$ cat src/rtl/jtag.sv
// Shared JTAG definitions: IEEE 1149.1 TAP states and transition function,
// scan-master command opcodes, FSM states and the IR codes used with the target.
package jtag;

    typedef enum logic [3:0] {
        TEST_LOGIC_RESET, RUN_TEST_IDLE,
        SELECT_DR, CAPTURE_DR, SHIFT_DR, EXIT1_DR, PAUSE_DR, EXIT2_DR, UPDATE_DR,
        SELECT_IR, CAPTURE_IR, SHIFT_IR, EXIT1_IR, PAUSE_IR, EXIT2_IR, UPDATE_IR
    } jtag_state_t;

    typedef enum logic [1:0] {
        OP_TLR = 2'd0,
        OP_IR  = 2'd1,
        OP_DR  = 2'd2,
        OP_NOP = 2'd3
    } jtag_op_t;

    typedef enum logic [2:0] {
        IDLE, TLR, WALK_IN, SHIFT, WALK_OUT, RESP
    } scan_fsm_t;

    localparam logic [5:0] IR_IDCODE = 6'h01;
    localparam logic [5:0] IR_SAMPLE = 6'h00;

    function automatic jtag_state_t tap_next(input jtag_state_t s, input logic tms);
        jtag_state_t n;
        case (s)
            TEST_LOGIC_RESET: n = tms ? TEST_LOGIC_RESET : RUN_TEST_IDLE;
            RUN_TEST_IDLE:    n = tms ? SELECT_DR        : RUN_TEST_IDLE;
            SELECT_DR:        n = tms ? SELECT_IR        : CAPTURE_DR;
            CAPTURE_DR:       n = tms ? EXIT1_DR         : SHIFT_DR;
            SHIFT_DR:         n = tms ? EXIT1_DR         : SHIFT_DR;
            EXIT1_DR:         n = tms ? UPDATE_DR        : PAUSE_DR;
            PAUSE_DR:         n = tms ? EXIT2_DR         : PAUSE_DR;
            EXIT2_DR:         n = tms ? UPDATE_DR        : SHIFT_DR;
            UPDATE_DR:        n = tms ? SELECT_DR        : RUN_TEST_IDLE;
            SELECT_IR:        n = tms ? TEST_LOGIC_RESET : CAPTURE_IR;
            CAPTURE_IR:       n = tms ? EXIT1_IR         : SHIFT_IR;
            SHIFT_IR:         n = tms ? EXIT1_IR         : SHIFT_IR;
            EXIT1_IR:         n = tms ? UPDATE_IR        : PAUSE_IR;
            PAUSE_IR:         n = tms ? EXIT2_IR         : PAUSE_IR;
            EXIT2_IR:         n = tms ? UPDATE_IR        : SHIFT_IR;
            default:          n = tms ? SELECT_DR        : RUN_TEST_IDLE;
        endcase
        return n;
    endfunction

endpackage

$ cat src/rtl/jtag_tck_gen.sv
// TCK divider: tclk toggles every DIV clk cycles while enabled, parked low otherwise.
// The first terminal count after enable is a "fall" that only sets up TMS/TDI.
module jtag_tck_gen #(
    parameter int DIV = 2
) (
    input  logic clk,
    input  logic trst,
    input  logic en_i,
    output logic tclk_o,
    output logic rise_stb_o,
    output logic fall_stb_o
);

    logic [7:0] cnt_q;
    logic       tclk_q;
    logic       primed_q;
    logic       tc;

    assign tc         = en_i && (cnt_q == 8'(DIV - 1));
    assign rise_stb_o = tc && primed_q && !tclk_q;
    assign fall_stb_o = tc && (tclk_q || !primed_q);
    assign tclk_o     = tclk_q;

    always_ff @(posedge clk or negedge trst) begin
        if (!trst) begin
            cnt_q    <= 8'd0;
            tclk_q   <= 1'b0;
            primed_q <= 1'b0;
        end else if (!en_i) begin
            cnt_q    <= 8'd0;
            tclk_q   <= 1'b0;
            primed_q <= 1'b0;
        end else if (tc) begin
            cnt_q    <= 8'd0;
            primed_q <= 1'b1;
            tclk_q   <= rise_stb_o;
        end else begin
            cnt_q    <= cnt_q + 8'd1;
        end
    end

endmodule

$ cat src/rtl/jtag_scan_master.sv
// JTAG scan master: runs TLR / IR / DR sequences on a target TAP, keeping a
// mirror of the TAP state and returning captured TDO right-justified.
module jtag_scan_master
    import jtag::*;
#(
    parameter int DIV    = 2,
    parameter int IR_LEN = 6
) (
    input  logic        clk,
    input  logic        trst,
    input  logic        cmd_valid,
    output logic        cmd_ready,
    input  logic [1:0]  cmd_op,
    input  logic [5:0]  cmd_len,
    input  logic [31:0] cmd_data,
    output logic        rsp_valid,
    output logic [31:0] rsp_data,
    output logic        tclk,
    output logic        tms,
    output logic        tdi,
    input  logic        tdo
);

    localparam logic [5:0] IR_N = 6'(IR_LEN);

    scan_fsm_t   state_q, state_d;
    jtag_state_t tap_q, tap_d;
    jtag_op_t    op_q, op_d;
    logic        tms_q, tms_d, tdi_q, tdi_d;
    logic [5:0]  n_q, n_d, cnt_q, cnt_d;
    logic [31:0] data_q, data_d, sr_q, sr_d, rsp_q, rsp_d;
    logic        rise_stb, fall_stb, tck_en;
    logic        bit_tms, last;

    assign tck_en    = (state_q == TLR) || (state_q == WALK_IN) ||
                       (state_q == SHIFT) || (state_q == WALK_OUT);
    assign cmd_ready = (state_q == IDLE) || (state_q == RESP);
    assign rsp_valid = (state_q == RESP);
    assign rsp_data  = rsp_q;
    assign tms       = tms_q;
    assign tdi       = tdi_q;

    jtag_tck_gen #(.DIV(DIV)) u_tck (
        .clk        (clk),
        .trst       (trst),
        .en_i       (tck_en),
        .tclk_o     (tclk),
        .rise_stb_o (rise_stb),
        .fall_stb_o (fall_stb)
    );

    always_comb begin
        state_d = state_q;
        tap_d   = tap_q;
        op_d    = op_q;
        tms_d   = tms_q;
        tdi_d   = tdi_q;
        n_d     = n_q;
        cnt_d   = cnt_q;
        data_d  = data_q;
        sr_d    = sr_q;
        rsp_d   = rsp_q;
        bit_tms = 1'b0;
        last    = 1'b0;

        // TMS for the bit currently being presented, and whether it ends the phase
        case (state_q)
            TLR: begin
                bit_tms = (cnt_q != 6'd5);
                last    = (cnt_q == 6'd5);
            end
            WALK_IN: begin
                if (op_q == OP_IR) begin
                    bit_tms = (cnt_q < 6'd2);
                    last    = (cnt_q == 6'd3);
                end else begin
                    bit_tms = (cnt_q == 6'd0);
                    last    = (cnt_q == 6'd2);
                end
            end
            SHIFT: begin
                bit_tms = (cnt_q == n_q - 6'd1);
                last    = bit_tms;
            end
            WALK_OUT: begin
                bit_tms = (cnt_q == 6'd0);
                last    = (cnt_q == 6'd1);
            end
            default: ;
        endcase

        if (fall_stb) begin
            tms_d = bit_tms;
            tdi_d = (state_q == SHIFT) ? data_q[cnt_q[4:0]] : 1'b0;
        end

        if (rise_stb) begin
            tap_d = tap_next(tap_q, tms_q);
            cnt_d = last ? 6'd0 : cnt_q + 6'd1;
            if (state_q == SHIFT)
                sr_d = {tdo, sr_q[31:1]};
            if (last) begin
                case (state_q)
                    TLR:      state_d = IDLE;
                    WALK_IN:  state_d = SHIFT;
                    SHIFT:    state_d = WALK_OUT;
                    WALK_OUT: begin
                        state_d = RESP;
                        rsp_d   = sr_q >> (6'd32 - n_q);
                    end
                    default: ;
                endcase
            end
        end

        if (state_q == RESP)
            state_d = IDLE;

        // Accepting in RESP gives back-to-back scans; an illegal op just stays idle.
        if (cmd_ready && cmd_valid) begin
            op_d   = jtag_op_t'(cmd_op);
            data_d = cmd_data;
            cnt_d  = 6'd0;
            n_d    = (cmd_op == OP_IR) ? IR_N : ((cmd_len == 6'd0) ? 6'd32 : cmd_len);
            case (jtag_op_t'(cmd_op))
                OP_TLR:       state_d = TLR;
                OP_IR, OP_DR: state_d = WALK_IN;
                default:      state_d = IDLE;
            endcase
        end
    end

    always_ff @(posedge clk or negedge trst) begin
        if (!trst) begin
            state_q <= TLR;
            tap_q   <= TEST_LOGIC_RESET;
            op_q    <= OP_TLR;
            tms_q   <= 1'b1;
            tdi_q   <= 1'b0;
            n_q     <= 6'd0;
            cnt_q   <= 6'd0;
            data_q  <= 32'd0;
            sr_q    <= 32'd0;
            rsp_q   <= 32'd0;
        end else begin
            state_q <= state_d;
            tap_q   <= tap_d;
            op_q    <= op_d;
            tms_q   <= tms_d;
            tdi_q   <= tdi_d;
            n_q     <= n_d;
            cnt_q   <= cnt_d;
            data_q  <= data_d;
            sr_q    <= sr_d;
            rsp_q   <= rsp_d;
        end
    end

endmodule

$ cat config.mk
export PLATFORM = sky130hd
export DESIGN_NAME = jtag_scan_master
export DESIGN_NICKNAME = d
export VERILOG_FILES = /design/src/rtl/jtag.sv /design/src/rtl/jtag_tck_gen.sv /design/src/rtl/jtag_scan_master.sv
export SDC_FILE = /design/constraint.sdc
export NUM_CORES = 1
export LEC_CHECK = 0
export BUFFER_PORTS_ARGS = -buffer_cell sky130_fd_sc_hd__buf_4
export CELL_PAD_IN_SITES_DETAIL_PLACEMENT = 0
export CELL_PAD_IN_SITES_GLOBAL_PLACEMENT = 1
export CORE_ASPECT_RATIO = 0.7
export CORE_MARGIN = 1.5
export CORE_UTILIZATION = 48
export CTS_BUF_LIST = sky130_fd_sc_hd__clkbuf_16
export CTS_CLUSTER_DIAMETER = 50
export DETAILED_ROUTE_END_ITERATION = 10
export HOLD_SLACK_MARGIN = 0.08
export PLACE_DENSITY = 0.83
export SYNTH_ARGS = -nofsm -noshare
export SYNTH_HDL_FRONTEND = slang
export SYNTH_SLANG_ARGS = --single-unit
$ cat constraint.sdc
create_clock -name clk -period 4.4 [get_ports clk]
set_clock_uncertainty 0.2 [all_clocks]
set_input_delay 0 -clock clk [delete_from_list [all_inputs] [get_ports clk]]
set_output_delay 0 -clock clk [all_outputs]
set_load 0.005 [all_outputs]
==> flow_summary.toml <==
[clock_tree]
cts_max_level = 4
numCtsBuffers = 17
cts_root_buffer = "clkbuf_16"
cts_sinks = 125
cts_resized = 0
cts_tree = "done"
clkTransAtPathRegs_ns = 0.06
cts_hold_buffers = 46
ctsLongestPathBuffers = 2
clk_latency_ns = 0.43
cts_setup_buffers = 0

[drt]
drt-total-wl_um = 18200
drtIter0Drc = 442
wl_per_cell_um = 19.2
via_per_inst = 5.82
drc = 0
routed-via-count = 5515
drt_first_pass_iters = 5
antenna_left = 0

[status]
status = "complete, no violations"

[global_route]
grt_pass1_wl_um = 30400
grt_pass1_vias = 5573
grt_max_degree = 71
grtUsageTotal_pct = 23.8
gr-total-overflow = 0
antenna_found_initial = 0

[critical_path]
worstPathArrival_ns = 3.36
r2r_slack_ns = 1.20
cp-startpoint = "n_q[0]$_DFFE_PN0P_"
crit_fanout = 39
critPathRequiredTime_ns = 4.56
slowest_delay_ns = 1.06
crit_path_end_kind = "flip-flop"
crit_path_top_delay_cell = "xnor2_1"
r2r_start = "n_q[0]$_DFFE_PN0P_"
r2r_end = "rsp_data[3]$_DFFE_PN0P_"
r2r_cells = 7
cp-start-kind = "flip-flop"
path_class = "reg -> reg"
cp_cell_sequence = "buf_4, nor3_2, xnor2_1, nor2_1, o32a_1, o211ai_1, mux2_4"

[synth]
syn_inst = 625
syn-num-nets = 679
yosysSeqAreaShare_pct = 41.7
synth_edf_count = 0
ys.flop_type = "dfrtp_1"
synth_warnings = 0
syn_avg_cell_area_um2 = 12.0
yosys.cell_types.count = 68
netlist_area_mm2 = 0.00751
async_flop_share_pct = 100
ys_ff_latch = 125

[cells_and_area]
nNetsFinal = 790
final_cell_mix = "dfrtp_1, buf_4, mux2_2"
final_util_pct = 60.5
insertedDiodeCount = 0
area_growth_pct = 24.0
final_area_mm2 = 0.00931
mostFrequentLayoutCell = "dfrtp_1"
drive_above_1_share_pct = 36.4
instances_no_fill = 948

[placement]
placed_area_mm2 = 0.00823
dp_slack_ns = 1.27
dp_hpwl_um = 12800
dp.cells = 871
gp_congestion = 0.863
io_buffers = 80

[min_path]
whs_path_depth = 3
worstHoldStart = "cmd_data[8]"
whs_endpoint = "data_q[8]$_DFFE_PN0P_"
holdCritPathClass = "in -> reg"

[timing]
whs_ns = 0.148
setup_slack_ns = 1.20
worst_slew_pin_slew_ns = 1.33
setup_viol = 0
rsz0062_at_grt = "false"
slew_violations = 0
slew_headroom_pct = 10.8
fin_crit_ns = 3.20
fin_setup_tns_ns = 0
post-route-period-util_pct = 72.7
hold_viol_final = 0
fmax_mhz = 312

[floorplan]
io_pins = 81
dieArea_mm2 = 0.0164
die_y_um = 108
rows = 38
dieWidth_um = 152
start_util_pct = 48.7
fp.coreArea_mm2 = 0.0154

[pwr]
power_mw = 5.44
pwr-share-clk_pct = 26.8
p_sw_share_pct = 38.5
ir_worst_vdd_uv = 257
pwr-share-seq_pct = 31.5
netSwitchingPower_mw = 2.10
leakagePower_nw = 4.24
power_density_mw_per_mm2 = 585
comb_power_share_pct = 41.7
internal_power_mw = 3.35

[run]
maxCapViolations = 0
-- final cells by class --
| type | instances | area, µm² |
|---|---|---|
| timing repair buffer | 133 | 1140 |
| multi-input combinational | 445 | 4130 |
| sequential | 125 | 3130 |
| clock inverter | 14 | 183 |
| inverter | 14 | 52.6 |
| tap | 200 | 250 |
| clock buffer | 17 | 425 |
| fill | 1220 | 6090 |
-- flip-flops by register name (all words and copies together) (netlist names) --
name            cells
rsp_data           32
u_tck.primed_q      1
op_q                2
tdi                 1
tms                 1
n_q                 6
sr_q               32
cnt_q               6
state_q             3
u_tck.tclk_o        1
data_q             32
u_tck.cnt_q         8
-- per-layer routing --
layer	track usage (%)	vias to the layer above	wire (µm)
met5	3.17	-	68
met4	6.73	2	263
li1	-	2561	-
met3	6.04	25	1070
met1	35.3	2758	9100
met2	34.2	169	7730
-- kinds of logic after synthesis --
| logic type | synth area share [%] |
|---|---|
| adders and majority gates | 1.67 |
| and+or+nand+nor | 11.0 |
| muxes | 30.6 |
| xor gates and xnor gates | 2.55 |
| buffers and inverters | 3.38 |
| DFF | 41.7 |
| AOI/OAI and AO/OA | 9.07 |
-- critical path: cells and delay by family, from the launching register on --
kind / cells / cell delay, ns
xor+xnor: 1 / 1.06
compound gates: 2 / 0.51
buf+inv: 1 / 0.50
flops: 1 / 0.35
simple gates: 2 / 0.32
mux: 1 / 0.19
-- power by group through the flow --
stage / logic, mW / registers (mW) / clock network, mW
2_1_floorplan: 1.85 / 1.57 / 0
3_3_place_gp: 2.17 / 1.71 / 0
3_5_place_dp: 2.21 / 1.73 / 0
4_1_cts: 2.25 / 1.71 / 1.48
5_1_grt: 2.47 / 1.77 / 1.54
6_report: 2.27 / 1.72 / 1.46
-- how the worst max path moves through the flow --
stage               depth (start not counted)                      end
floorplan                                  11  rsp_data[5]$_DFFE_PN0P_
global placement                            9  rsp_data[9]$_DFFE_PN0P_
detailed placement                          9  rsp_data[1]$_DFFE_PN0P_
CTS                                         9  rsp_data[1]$_DFFE_PN0P_
global route                                9  rsp_data[0]$_DFFE_PN0P_
finish                                      7  rsp_data[3]$_DFFE_PN0P_
-- synth_stat cells (2+ instances only) --
cell	number	area share, %
or4_1	3	0.30
a21oi_1	12	0.80
o21ai_0	17	1.1
nand3_1	16	1.1
inv_1	14	0.70
buf_1	2	0.10
ha_1	10	1.7
mux2i_1	19	2.5
a21boi_0	2	0.20
buf_2	11	0.73
a21o_1	6	0.60
dfstp_2	2	0.70
a2bb2oi_1	3	0.35
buf_6	4	0.60
mux2_1	9	1.4
a22oi_1	5	0.50
and3_1	4	0.33
xor2_1	10	1.2
mux4_2	36	11
nor4_1	2	0.17
nand2_1	36	1.8
o22a_1	4	0.47
dfrtp_1	123	41
and3b_1	5	0.58
xnor2_1	10	1.2
nor3b_1	4	0.40
nand3b_1	6	0.60
or2_2	3	0.25
a31oi_1	2	0.17
o211ai_1	7	0.70
nor2_1	42	2.1
mux2_4	21	4.2
nand2b_1	8	0.67
nor3_1	5	0.33
mux2_2	78	12
o221ai_1	10	1.2
a211oi_1	12	1.2
nor2b_1	3	0.25
and2_1	8	0.67
clkbuf_1	23	1.1
Note: power is estimated with default switching activity, not from simulation.
